--- src/rtl/bin_pixel_packer.sv ---
// Binarises RGB pixels, packs PACK_W pixels per word into a FWFT output FIFO and counts foreground bits per frame.
// Optional `BIN_HYST_EN adds a HYST parameter and hysteresis on the threshold compare.
module bin_pixel_packer #(
    parameter int unsigned DATA_W     = 12,
    parameter int unsigned PACK_W     = 16,
    parameter int unsigned IMG_W      = 640,
    parameter int unsigned IMG_H      = 480,
    parameter int unsigned FIFO_DEPTH = 8
`ifdef BIN_HYST_EN
    ,
    parameter logic [DATA_W-1:0] HYST = DATA_W'(16)
`endif
) (
    input  logic              iCLK,
    input  logic              iRST,
    input  logic              iSOF,
    input  logic              iDVAL,
    input  logic [DATA_W-1:0] iRed,
    input  logic [DATA_W-1:0] iGreen,
    input  logic [DATA_W-1:0] iBlue,
    input  logic [DATA_W-1:0] iThreshold,
    input  logic [1:0]        iMode,
    input  logic              iInvert,
    input  logic              iClear,
    input  logic              iREADY,
    output logic [PACK_W-1:0] oDATA,
    output logic              oDVAL,
    output logic              oEOF,
    output logic [31:0]       oONES,
    output logic              oOVERFLOW,
    output logic [15:0]       oX,
    output logic [15:0]       oY
);

    localparam int unsigned PW = $clog2(PACK_W);
    localparam int unsigned AW = $clog2(FIFO_DEPTH);

    logic [DATA_W+1:0] luma_sum;
    logic [DATA_W-1:0] sel_int;
    logic              s1_val;
    logic [DATA_W-1:0] s1_int;
    logic [DATA_W-1:0] s1_thr;
    logic              s1_inv;

    logic [15:0]       x_q, y_q;
    logic [PW-1:0]     pos_q;
    logic [PACK_W-1:0] pack_q;
    logic [31:0]       ones_cnt, ones_q;
    logic              eof_q;
    logic              push_q;
    logic [PACK_W-1:0] word_q;

    logic [DATA_W-1:0] eff_thr;
    logic              raw_bit, pix_bit;
    logic              last_x, last_y, last_pos;
    logic [PACK_W-1:0] word_next;

    logic [PACK_W-1:0] mem [FIFO_DEPTH];
    logic [AW-1:0]     wr_ptr, rd_ptr;
    logic [AW:0]       count;
    logic              full, do_push, do_pop, ovf_q;

    // Stage 1: intensity select
    always_comb begin
        luma_sum = {2'b00, iRed} + {1'b0, iGreen, 1'b0} + {2'b00, iBlue};
        unique case (iMode)
            2'd0:    sel_int = iGreen;
            2'd1:    sel_int = iRed;
            2'd2:    sel_int = iBlue;
            default: sel_int = DATA_W'(luma_sum >> 2);
        endcase
    end

    always_ff @(posedge iCLK) begin
        if (iRST) s1_val <= 1'b0;
        else      s1_val <= iDVAL;
    end

    always_ff @(posedge iCLK) begin
        if (iDVAL) begin
            s1_int <= sel_int;
            s1_thr <= iThreshold;
            s1_inv <= iInvert;
        end
    end

    // Stage 2: compare
`ifdef BIN_HYST_EN
    logic              prev_raw;
    logic [DATA_W:0]   thr_hi_sum;
    logic [DATA_W-1:0] thr_hi, thr_lo;

    always_comb begin
        thr_hi_sum = {1'b0, s1_thr} + {1'b0, HYST};
        thr_hi     = thr_hi_sum[DATA_W] ? '1 : thr_hi_sum[DATA_W-1:0];
        thr_lo     = (s1_thr < HYST) ? '0 : s1_thr - HYST;
        eff_thr    = prev_raw ? thr_lo : thr_hi;
    end

    always_ff @(posedge iCLK) begin
        if (iRST || iSOF)              prev_raw <= 1'b0;
        else if (s1_val && last_x)     prev_raw <= 1'b0;
        else if (s1_val)               prev_raw <= raw_bit;
    end
`else
    always_comb eff_thr = s1_thr;
`endif

    always_comb begin
        raw_bit   = (s1_int > eff_thr);
        pix_bit   = raw_bit ^ s1_inv;
        last_x    = (x_q == 16'(IMG_W - 1));
        last_y    = (y_q == 16'(IMG_H - 1));
        last_pos  = (pos_q == PW'(PACK_W - 1));
        word_next = pack_q | (PACK_W'(pix_bit) << pos_q);
    end

    // Stage 2: pack, position and ones counting; completed words go through word_q into the FIFO
    always_ff @(posedge iCLK) begin
        if (iRST) begin
            x_q      <= '0;
            y_q      <= '0;
            pos_q    <= '0;
            pack_q   <= '0;
            ones_cnt <= '0;
            ones_q   <= '0;
            eof_q    <= 1'b0;
            push_q   <= 1'b0;
            word_q   <= '0;
        end else begin
            eof_q  <= 1'b0;
            push_q <= 1'b0;
            if (iSOF) begin
                x_q      <= '0;
                y_q      <= '0;
                pos_q    <= '0;
                pack_q   <= '0;
                ones_cnt <= '0;
            end else if (s1_val) begin
                ones_cnt <= ones_cnt + 32'(pix_bit);
                if (last_pos || last_x) begin
                    push_q <= 1'b1;
                    word_q <= word_next;
                    pack_q <= '0;
                    pos_q  <= '0;
                end else begin
                    pack_q <= word_next;
                    pos_q  <= pos_q + 1'b1;
                end
                if (last_x) begin
                    x_q <= '0;
                    if (last_y) begin
                        y_q      <= '0;
                        eof_q    <= 1'b1;
                        ones_q   <= ones_cnt + 32'(pix_bit);
                        ones_cnt <= '0;
                    end else begin
                        y_q <= y_q + 1'b1;
                    end
                end else begin
                    x_q <= x_q + 1'b1;
                end
            end
        end
    end

    // Output FIFO, first-word-fall-through
    always_comb begin
        full    = (count == (AW + 1)'(FIFO_DEPTH));
        do_pop  = (count != '0) && iREADY;
        do_push = push_q && (!full || do_pop);
    end

    always_ff @(posedge iCLK) begin
        if (do_push) mem[wr_ptr] <= word_q;
    end

    always_ff @(posedge iCLK) begin
        if (iRST) begin
            wr_ptr <= '0;
            rd_ptr <= '0;
            count  <= '0;
            ovf_q  <= 1'b0;
        end else begin
            if (do_push) wr_ptr <= wr_ptr + 1'b1;
            if (do_pop)  rd_ptr <= rd_ptr + 1'b1;
            unique case ({do_push, do_pop})
                2'b10:   count <= count + 1'b1;
                2'b01:   count <= count - 1'b1;
                default: count <= count;
            endcase
            if (push_q && full && !do_pop) ovf_q <= 1'b1;
            else if (iClear)               ovf_q <= 1'b0;
        end
    end

    always_comb begin
        oDVAL     = (count != '0);
        oDATA     = oDVAL ? mem[rd_ptr] : '0;
        oEOF      = eof_q;
        oONES     = ones_q;
        oOVERFLOW = ovf_q;
        oX        = x_q;
        oY        = y_q;
    end

endmodule

--- config.mk ---
export PLATFORM = sky130hd
export DESIGN_NAME = bin_pixel_packer
export DESIGN_NICKNAME = d
export VERILOG_FILES = /design/src/rtl/bin_pixel_packer.sv
export SDC_FILE = /design/constraint.sdc
export NUM_CORES = 1
export LEC_CHECK = 0
export CAP_MARGIN = 20
export CORE_MARGIN = 3
export CORE_UTILIZATION = 45
export CTS_CLUSTER_SIZE = 14
export DETAILED_ROUTE_END_ITERATION = 16
export PLACE_DENSITY = 0.66
export SLEW_MARGIN = 20
export SYNTH_ARGS = -nofsm -noshare
export SYNTH_HDL_FRONTEND = slang
export SYNTH_SLANG_ARGS = --single-unit
--- constraint.sdc ---
create_clock -name iCLK -period 10.5 [get_ports iCLK]
set_clock_uncertainty 0.2 [all_clocks]
set_input_delay 3.15 -clock iCLK [delete_from_list [all_inputs] [get_ports iCLK]]
set_output_delay 3.15 -clock iCLK [all_outputs]
set_load 0.005 [all_outputs]
==> results.txt, run 1 <==
H-tree depth: 2
fin nets: 1,408
pwr dens: 155 nW/µm²
# clock sinks: 302
Yosys reg bits: 302
Post-synth EDFFs: 153
num ports: 140
core area: 29,900 µm²
critical path launch point type: input pin
share of post-route cells with drive strength above 1: 10.8%
WS Path Type: input pin to flip-flop
critical path required time: 10,600 ps
Post-Syn Nets: 1,282
largest net degree at the start of global routing: 61
Die Ht: 181 µm
CTS tree: done
Total Power: 2.57 mW
vias in the first global route: 9,452
antenna violations before repair: 0
RSZ-0062 raised after global routing: false
most frequent cells in the layout: edfxtp_1, dfxtp_1, clkdlybuf4s50_1
crit-path max cell delay: 600 ps
HP Class: flip-flop to flip-flop
Rows: 63
CTS clk-pin slew, worst paths: 50 ps
async set-reset flop share out of synthesis: 0%
Seq/Total Area, Yosys: 55.1%
WP buf/inv: 2
Area contributors post-synth: edfxtp_1, dfxtp_1, mux4_2, nor2_1, ha_1
fillers: 2,517
Max Fclk: 0.166 GHz
synthesized cell area: 13,700 µm²
Top delay family on crit path: adder cells
CTS buffer count: 34
Post-Synthesis Cells: 1,178
main flop type after synthesis: edfxtp_1
Slew headroom: 30.5%
max-slew violation count: 0
post-synthesis cell type count: 65
status: finished, final reports clean
drt first pass iters: 6
worst-path maximum fanout: 2
GRT Resource Usage Total: 18.0%
post-DP HPWL: 19.2 mm
Final Cycle Share: 57.3%
Hold Fails Final Rpt: 0
Final ANT Viol Nets: 0
Slowest-stage cell, CP: fa_1
vias per cell: 5.53
average wire per standard cell: 17.2 µm
Clk Latency, worst-skew pair: 500 ps
type of destination of the critical path: flip-flop
Worst Max-Slew Pin Slew: 1040 ps
clock root buffer: clkbuf_16
cts repair resizes: 0
n_diodes: 0
initial drt markers: 582
Max VDD drop: 116 µV
Finish-stage setup viols: 0
post-CTS setup buffer count: 0
CTS Hold Bufs: 0
Post-Route WL: 29.6 mm
minimum clock period: 6020 ps
R2R Setup Slk: 5860 ps
count of input and output buffers: 139
area grow syn2layout: 20.8%
post-synth top area share: 33.4%
drt drc: 0
Static Leak: 5.68 nW
Max-Cap Viols: 0
post-synth top area cell: edfxtp_1
routed vias: 9,493
routability cong.: 0.781
setup TNS: 0 ps
Max clock buf depth: 3
die area: 32,700 µm²
initial core utilization: 46.0%
commonest non-fill, non-tap cell in the layout: edfxtp_1
crit-path most repeated cell: fa_1
grt total ovfl: 0
Worst EP arrival: 6120 ps
chip width: 181 µm
Cell Chain, Critical Path: clkdlybuf4s50_1 -> fa_1 -> inv_1 -> fa_1 -> nand2b_1 -> a21oi_1 -> o221ai_1 -> a21boi_0 -> mux2_2 -> a221oi_1
Avg Inst Size Synth: 11.7 µm²
warnings from Yosys: 0
global-route wire length before repair: 48.9 mm
metal layers:
| layer | vias to the layer above | share of wire (%) | global-route usage (%) |
|---|---|---|---|
| li1 | 4623 | - | - |
| met1 | 4605 | 47 | 25.6 |
| met2 | 232 | 46 | 29.1 |
| met3 | 33 | 5.8 | 3.32 |
| met4 | 0 | 1.7 | 4.05 |
| met5 | - | 0 | 0 |
final timing paths:
kind / start / endpoint / cells after the start
max: iRed[2] / s1_int[7]$_DFFE_PP_ / 10
min: pack_q[3]$_SDFFE_PP0P_ / pack_q[3]$_SDFFE_PP0P_ / 2
max reg2reg: s1_int[5]$_DFFE_PP_ / ones_cnt[30]$_SDFFE_PP0P_ / 15
min reg2reg: pack_q[3]$_SDFFE_PP0P_ / pack_q[3]$_SDFFE_PP0P_ / 2
report_power, final:
part	internal [mW]	total [mW]	switching, mW
logic	0.0825	0.182	0.0995
clock network	0.694	1.14	0.450
registers	1.24	1.25	0.00479
cell usage after synthesis, types with 8 or more instances:
master	number
edfxtp_1	153
dfxtp_1	149
nor2_1	130
nand2_1	81
a21oi_1	60
o21ai_0	45
clkbuf_1	42
mux4_2	42
ha_1	34
nand3_1	34
a211oi_1	33
xnor2_1	33
xor2_1	33
inv_1	32
mux2i_1	31
nor3_1	25
or3_1	19
nand4_1	17
a311oi_1	16
fa_1	13
and3_1	12
nor2b_1	12
buf_2	10
a31oi_1	9
nand2b_1	9
o22ai_1	8
flip-flops by register name, summed over array words and instances (netlist names), 3 cells and up, named ones only:
signal,count
count,4
s1_int,12
eff_thr,12
wr_ptr,3
oX,16
rd_ptr,3
oY,16
mem,128
word_q,16
pos_q,4
ones_cnt,32
pack_q,16
oONES,32
area by class of cell:
cell class | instances | area [µm²] | share of cell area, %
clock inverter | 10 | 77.6 | 0.467
tap | 390 | 488 | 2.94
multi-input combinational | 780 | 5840 | 35.1
sequential | 302 | 7580 | 45.6
inverter | 33 | 124 | 0.746
timing repair buffer | 153 | 1490 | 8.97
clock buffer | 50 | 1010 | 6.11
worst min-delay path: cells and delay by family, from the launching register on:
kind,cells,cell delay (ps)
AND/OR/NAND/NOR,1,40
AO/OA/AOI/OAI,1,50
flip-flops,1,320
cells by family (layout without fill, tap and decap cells):
group	count (synthesis)	in the layout	share of synthesized area, %
and+or+nand+nor	383	383	13.9
DFF	302	302	55.1
AOI/OAI and AO/OA	210	210	9.70
buffers and inverters	96	246	2.90
muxes	74	74	9.22
xor gates and xnor gates	66	66	4.20
adders and majority gates	47	47	4.99
through the flow:
| stage | worst slack, ps | hold slack, ps | cell area, µm² | std cells | utilization (%) |
|---|---|---|---|---|---|
| global placement | 4090 | 236 | 15500 | 1657 | 51.9 |
| floorplan | 4730 | 224 | 13700 | 1178 | - |
| finish | 4480 | 253 | 16600 | 1718 | 55.6 |
| global route | 4250 | 277 | 16600 | 1718 | 55.6 |
| CTS | 4410 | 254 | 16600 | 1717 | 55.5 |
| detailed placement | 4010 | 245 | 15500 | 1657 | 51.9 |
Power figures use the tool's default switching activity.
==> inputs of run 2 (changes only) <==
PLACE_DENSITY = 0.68   (was 0.66)
clock period = 4.85 ns   (was 10.5 ns; I/O delays follow)
==> run 2 against run 1 <==
- non-clock buffer count grew 12
- via count is 0.62% higher
- final cell count rose by 0.58%
- count of clock-buffer cells in the layout fell by 13
- die area is the same
- clock power increased by 120%
- routed wire length decreased by 0.50%
- sequential cell count is the same
- design area increased by 0.50%
- core utilization grew 0.28 points
- sequential power grew 120%
- critical endpoint is now oDATA[10]
- largest cell class unchanged
- highest routed layer unchanged
==> results.txt, run 2 (synthesis gave the netlist of run 1 again) <==
Placement Cell Area: 15,600 µm² (+0.52%)
Hold WS: 254 ps (+0.725 ps)
grt total ovfl: 0 (unchanged)
status: finished, final reports clean
number of flip-flops in the largest register: 128 (unchanged)
CTS clk-pin slew, worst paths: 60 ps (about the same)
Finished Layout Cells: 1,728 (+0.58%)
Final WS setup: 387 ps (-4090 ps)
Die Ht: 181 µm (unchanged)
critical path required time: 3190 ps (-7410 ps)
RSZ-0062 raised after global routing: false
Final ANT Viol Nets: 0 (unchanged)
Cell Chain, Critical Path: buf_12 -> mux4_2 -> mux2i_1 -> nor2_1 -> clkdlybuf4s50_1
n_diodes: 0 (unchanged)
Int Pwr: 4.47 mW (+120%)
FF-to-FF Start: s1_int[5]$_DFFE_PP_
Psw: 1.19 mW (+120%)
post-CTS setup buffer count: 0 (unchanged)
setup TNS: 0 ps (unchanged)
Setup WS pre-CTS: 79.7 ps (-3930 ps)
Finish-stage setup viols: 0 (unchanged)
Top delay family on crit path: multiplexers
HP Class: flip-flop to flip-flop
H-tree depth: 1 (-1)
routability cong.: 0.815 (+4.4%)
Comb power frac: 7.0% (about the same)
Finished Core Util: 55.9% (+0.28 points)
Final Cycle Share: 92.0%
global-route wire length before repair: 48.8 mm (-0.35%)
WP buf/inv: 2 (unchanged)
power share of the clock group: 45.3% (+0.9 points)
Worst EP arrival: 2810 ps (-3310 ps)
minimum clock period: 4460 ps
max-slew violation count: 0 (unchanged)
num ports: 140 (unchanged)
routed vias: 9,552 (+0.62%)
clock root buffer: clkbuf_16
antenna violations before repair: 0 (unchanged)
Flop pwr share: 47.7% (-0.8 points)
Worst Max-Slew Pin Slew: 866 ps (-175 ps)
Worst Min Path Start: pack_q[1]$_SDFFE_PP0P_
vias per cell: 5.53 (about the same)
Max clock buf depth: 3 (unchanged)
type of destination of the critical path: output pin
initial drt markers: 597 (+2.6%)
commonest non-fill, non-tap cell in the layout: edfxtp_1
Max-Cap Viols: 0 (unchanged)
vias in the first global route: 9,509 (+0.60%)
Total Power: 5.66 mW (+120%)
# clock sinks: 302 (unchanged)
switching share of power: 21.1% (-0.45 points)
initial core utilization: 46.0% (unchanged)
Top reg by flops: mem
Max VDD drop: 253 µV (+120%)
Hold Fails Final Rpt: 0 (unchanged)
Static Leak: 5.72 nW (+0.70%)
pwr dens: 339 nW/µm² (+120%)
CTS tree: done
Post-Route WL: 29.4 mm (-0.50%)
critical path launch point type: flip-flop
average wire per standard cell: 17.0 µm (-1.1%)
count of input and output buffers: 139 (unchanged)
Clk Latency, worst-skew pair: 560 ps (+60 ps)
crit-path max cell delay: 650 ps (+50 ps)
Post-Layout Inst Area: 16,700 µm² (+0.50%)
CTS buffer count: 31 (-8.8%)
fin nets: 1,417 (+0.64%)
GRT Resource Usage Total: 17.8% (-0.28 points)
drt drc: 0 (unchanged)
Slew headroom: 42.1% (+12 points)
chip width: 181 µm (unchanged)
Slowest-stage cell, CP: dfxtp_2
Rows: 63 (unchanged)
post-DP HPWL: 19.8 mm (+3.0%)
most frequent cells in the layout: edfxtp_1, dfxtp_1, clkdlybuf4s50_1
area grow syn2layout: 21.4%
WS Path Type: flip-flop to output pin
die area: 32,700 µm² (unchanged)
Max Fclk: 0.224 GHz
largest net degree at the start of global routing: 59 (-3.3%)
share of post-route cells with drive strength above 1: 10.8% (+0.069 points)
drt first pass iters: 5 (-1)
fillers: 2,491 (-1.0%)
worst-path maximum fanout: 20 (+18)
Placed Cells: 1,670 (+0.78%)
core area: 29,900 µm² (unchanged)
-- run 2: changes by cell type in the layout (fill, tap and decap cells not counted), sizes merged --
cell	before	now
buf	16	28
clkbuf	50	37
clkinv	7	11
bufinv	1	8
-- run 2: what timing repair did --
| action | in CTS | in global routing |
|---|---|---|
| endpoints found under the setup margin | 0 | 2 |
| resized for setup | 0 | 1 |
| hold buffers | 0 | 0 |
-- run 2: worst paths after layout --
check	slack, ps	cells after the start	to
setup / recovery	390	5	oDATA[10]
hold / removal	250	2	pack_q[1]$_SDFFE_PP0P_
setup reg to reg	510	14	ones_cnt[28]$_SDFFE_PP0P_
hold reg to reg	250	2	pack_q[1]$_SDFFE_PP0P_
-- run 2: layout make-up --
| cell class | count | area [µm²] | area share (%) |
|---|---|---|---|
| clock buffers | 37 | 798 | 4.78 |
| inverters | 33 | 124 | 0.742 |
| well taps | 390 | 488 | 2.92 |
| multi-input cells | 780 | 5800 | 34.8 |
| flip-flops and latches | 302 | 7580 | 45.4 |
| repair buffers | 165 | 1590 | 9.52 |
| clock inverters | 21 | 312 | 1.87 |
-- run 2: worst register-to-register path: stages, from the launching register on --
cell	delay [ps]
edfxtp_1	400
ha_1	330
a21oi_1	120
o21ai_0	120
a221oi_2	420
a21oi_1	140
xor2_1	350
ha_1	230
ha_1	220
nand3_1	250
nor4_2	450
and3_1	380
nand3_1	170
or3_1	330
a21oi_1	160
-- run 2: layer usage --
metal | GRT usage (%) | vias to the layer above | share of wire, %
li1 | - | 4641 | -
met1 | 25.1 | 4635 | 46
met2 | 29.1 | 242 | 47
met3 | 3.04 | 34 | 5.9
met4 | 3.72 | 0 | 1.6
met5 | 0 | - | 0
-- run 2: power by group through the flow --
stage                     clock [mW]  combinational (mW)  sequential (mW)
after global placement             0               0.386             2.76
after floorplan                    0               0.260             2.75
after global routing            2.73               0.445             2.70
after detailed placement           0               0.394             2.76
final                           2.56               0.397             2.70
after CTS                       2.62               0.396             2.70
==> inputs of run 3 (changes only) <==
MAX_ROUTING_LAYER = met4   (was not set)
SLEW_MARGIN = not set   (was 20)
==> run 3 against run 2 <==
- power hardly changed
- setup slack better by 2.5 ps
- maximum frequency hardly changed
- routed wire length rose by 0.34%
- via count shrank 0.24%
- sequential cell count did not move
- register-to-register slack about the same
- count of clock-buffer cells in the layout unchanged
- worst hold slack gained 2.0 ps
- critical path type unchanged
==> results.txt, run 3 (synthesis gave the netlist of run 1 again) <==
status: finished, final reports clean
GRT Resource Usage Total: 18.3% (+0.54 points)
Total Power: 5.67 mW (about the same)
CTS buffer count: 31 (unchanged)
setup TNS: 0 ps (unchanged)
critical path launch point type: flip-flop
Final WS setup: 390 ps (+2.54 ps)
largest net degree at the start of global routing: 59 (unchanged)
global-route wire length before repair: 48.7 mm (about the same)
Max VDD drop: 255 µV (+0.65%)
met3 WL: 1.65 mm (-5.9%)
num ports: 140 (unchanged)
count of input and output buffers: 139 (unchanged)
Final ANT Viol Nets: 0 (unchanged)
CTS tree: done
number of flip-flops in the largest register: 128 (unchanged)
Max-Cap Viols: 0 (unchanged)
# clock sinks: 302 (unchanged)
top routing layer used: met4
cts repair resizes: 0 (unchanged)
type of destination of the critical path: output pin
WS Path Type: flip-flop to output pin
CTS clk-pin slew, worst paths: 60 ps (about the same)
core area: 29,900 µm² (unchanged)
Final Cycle Share: 92.0% (about the same)
die area: 32,700 µm² (unchanged)
most frequent cells in the layout: edfxtp_1, dfxtp_1, clkdlybuf4s50_1
drt drc: 0 (unchanged)
minimum clock period: 4460 ps (-2.54 ps)
Max Fclk: 0.224 GHz (about the same)
Finish-stage setup viols: 0 (unchanged)
vias per cell: 5.51 (-0.30%)
Placed Cells: 1,670 (unchanged)
post-DP HPWL: 19.8 mm (unchanged)
Post-Layout Inst Area: 16,700 µm² (+0.12%)
routed vias: 9,529 (-0.24%)
commonest non-fill, non-tap cell in the layout: edfxtp_1
average wire per standard cell: 17.1 µm (+0.29%)
Finished Layout Cells: 1,729 (+0.058%)
Setup WS pre-CTS: 79.7 ps (unchanged)
chip width: 181 µm (unchanged)
vias in the first global route: 9,504 (-0.053%)
share of post-route cells with drive strength above 1: 10.8% (about the same)
M1 WL: 13.7 mm (+1.4%)
Placement Cell Area: 15,600 µm² (unchanged)
fin nets: 1,418 (+0.071%)
Static Leak: 5.73 nW (+0.13%)
n_diodes: 0 (unchanged)
drt first pass iters: 5 (unchanged)
Post-Route WL: 29.5 mm (+0.34%)
WL met2: 13.7 mm (+0.14%)
routability cong.: 0.827 (+1.5%)
pwr dens: 339 nW/µm² (about the same)
clock root buffer: clkbuf_16
grt total ovfl: 0 (unchanged)
initial core utilization: 46.0% (unchanged)
max-slew violation count: 0 (unchanged)
HP Class: flip-flop to flip-flop
critical path required time: 3190 ps (about the same)
RSZ-0062 raised after global routing: false
Max clock buf depth: 3 (unchanged)
H-tree depth: 1 (unchanged)
post-CTS setup buffer count: 0 (unchanged)
Worst Max-Slew Pin Slew: 867 ps (+1.04 ps)
Die Ht: 181 µm (unchanged)
worst-path maximum fanout: 20 (unchanged)
Top reg by flops: mem
Slew headroom: 42.0% (-0.070 points)
CTS Hold Bufs: 0 (unchanged)
Worst EP arrival: 2810 ps (about the same)
Hold Fails Final Rpt: 0 (unchanged)
Clk Latency, worst-skew pair: 560 ps (about the same)
antenna violations before repair: 0 (unchanged)
initial drt markers: 624 (+4.5%)
Rows: 63 (unchanged)
area grow syn2layout: 21.6%
-- run 3: changes by cell type in the layout (fill, tap and decap cells not counted), sizes merged --
cell,previous run,this run
clkdlybuf4s50,137,138
-- run 3: routing by layer --
metal / GRT usage, % / vias to the layer above
li1: - / 4641
met1: 25.2 / 4604
met2: 29.1 / 246
met3: 2.82 / 38
met4: 3.72 / 0
met5: - / -
-- run 3: cell type report --
| type | instances | area (µm²) |
|---|---|---|
| Tap cell | 390 | 488 |
| Inverter | 33 | 124 |
| Sequential cell | 302 | 7580 |
| Fill cell | 2489 | 13200 |
| Clock buffer | 37 | 798 |
| Timing Repair Buffer | 166 | 1610 |
| Multi-Input combinational cell | 780 | 5800 |
| Clock inverter | 21 | 312 |
-- run 3: worst paths after layout --
kind	start	endpoint	slack, ps	cells past startpoint
setup / recovery	flip-flop	oDATA[10]	390	5
hold / removal	pack_q[0]$_SDFFE_PP0P_	pack_q[0]$_SDFFE_PP0P_	260	2
setup reg to reg	s1_int[5]$_DFFE_PP_	ones_cnt[28]$_SDFFE_PP0P_	520	14
hold reg to reg	pack_q[0]$_SDFFE_PP0P_	pack_q[0]$_SDFFE_PP0P_	260	2
-- run 3: metrics by stage --
| step | utilization, % | hold WS, ps |
|---|---|---|
| floorplan | - | 224 |
| global placement | 52.2 | 234 |
| detailed placement | 52.2 | 242 |
| CTS | 55.9 | 255 |
| global route | 55.9 | 280 |
| finish | 55.9 | 256 |
-- run 3: worst max-delay path: stages, from the launching register on --
cell,delay [ps]
dfxtp_2,650
buf_12,270
mux4_2,520
mux2i_1,270
nor2_1,80
clkdlybuf4s50_1,450
-- run 3: power by group --
| part | switching [mW] | internal, mW | total (mW) | leakage [nW] |
|---|---|---|---|---|
| clock | 0.969 | 1.60 | 2.57 | 0.535 |
| sequential | 0.0105 | 2.69 | 2.70 | 2.73 |
| combinational | 0.216 | 0.182 | 0.399 | 2.46 |
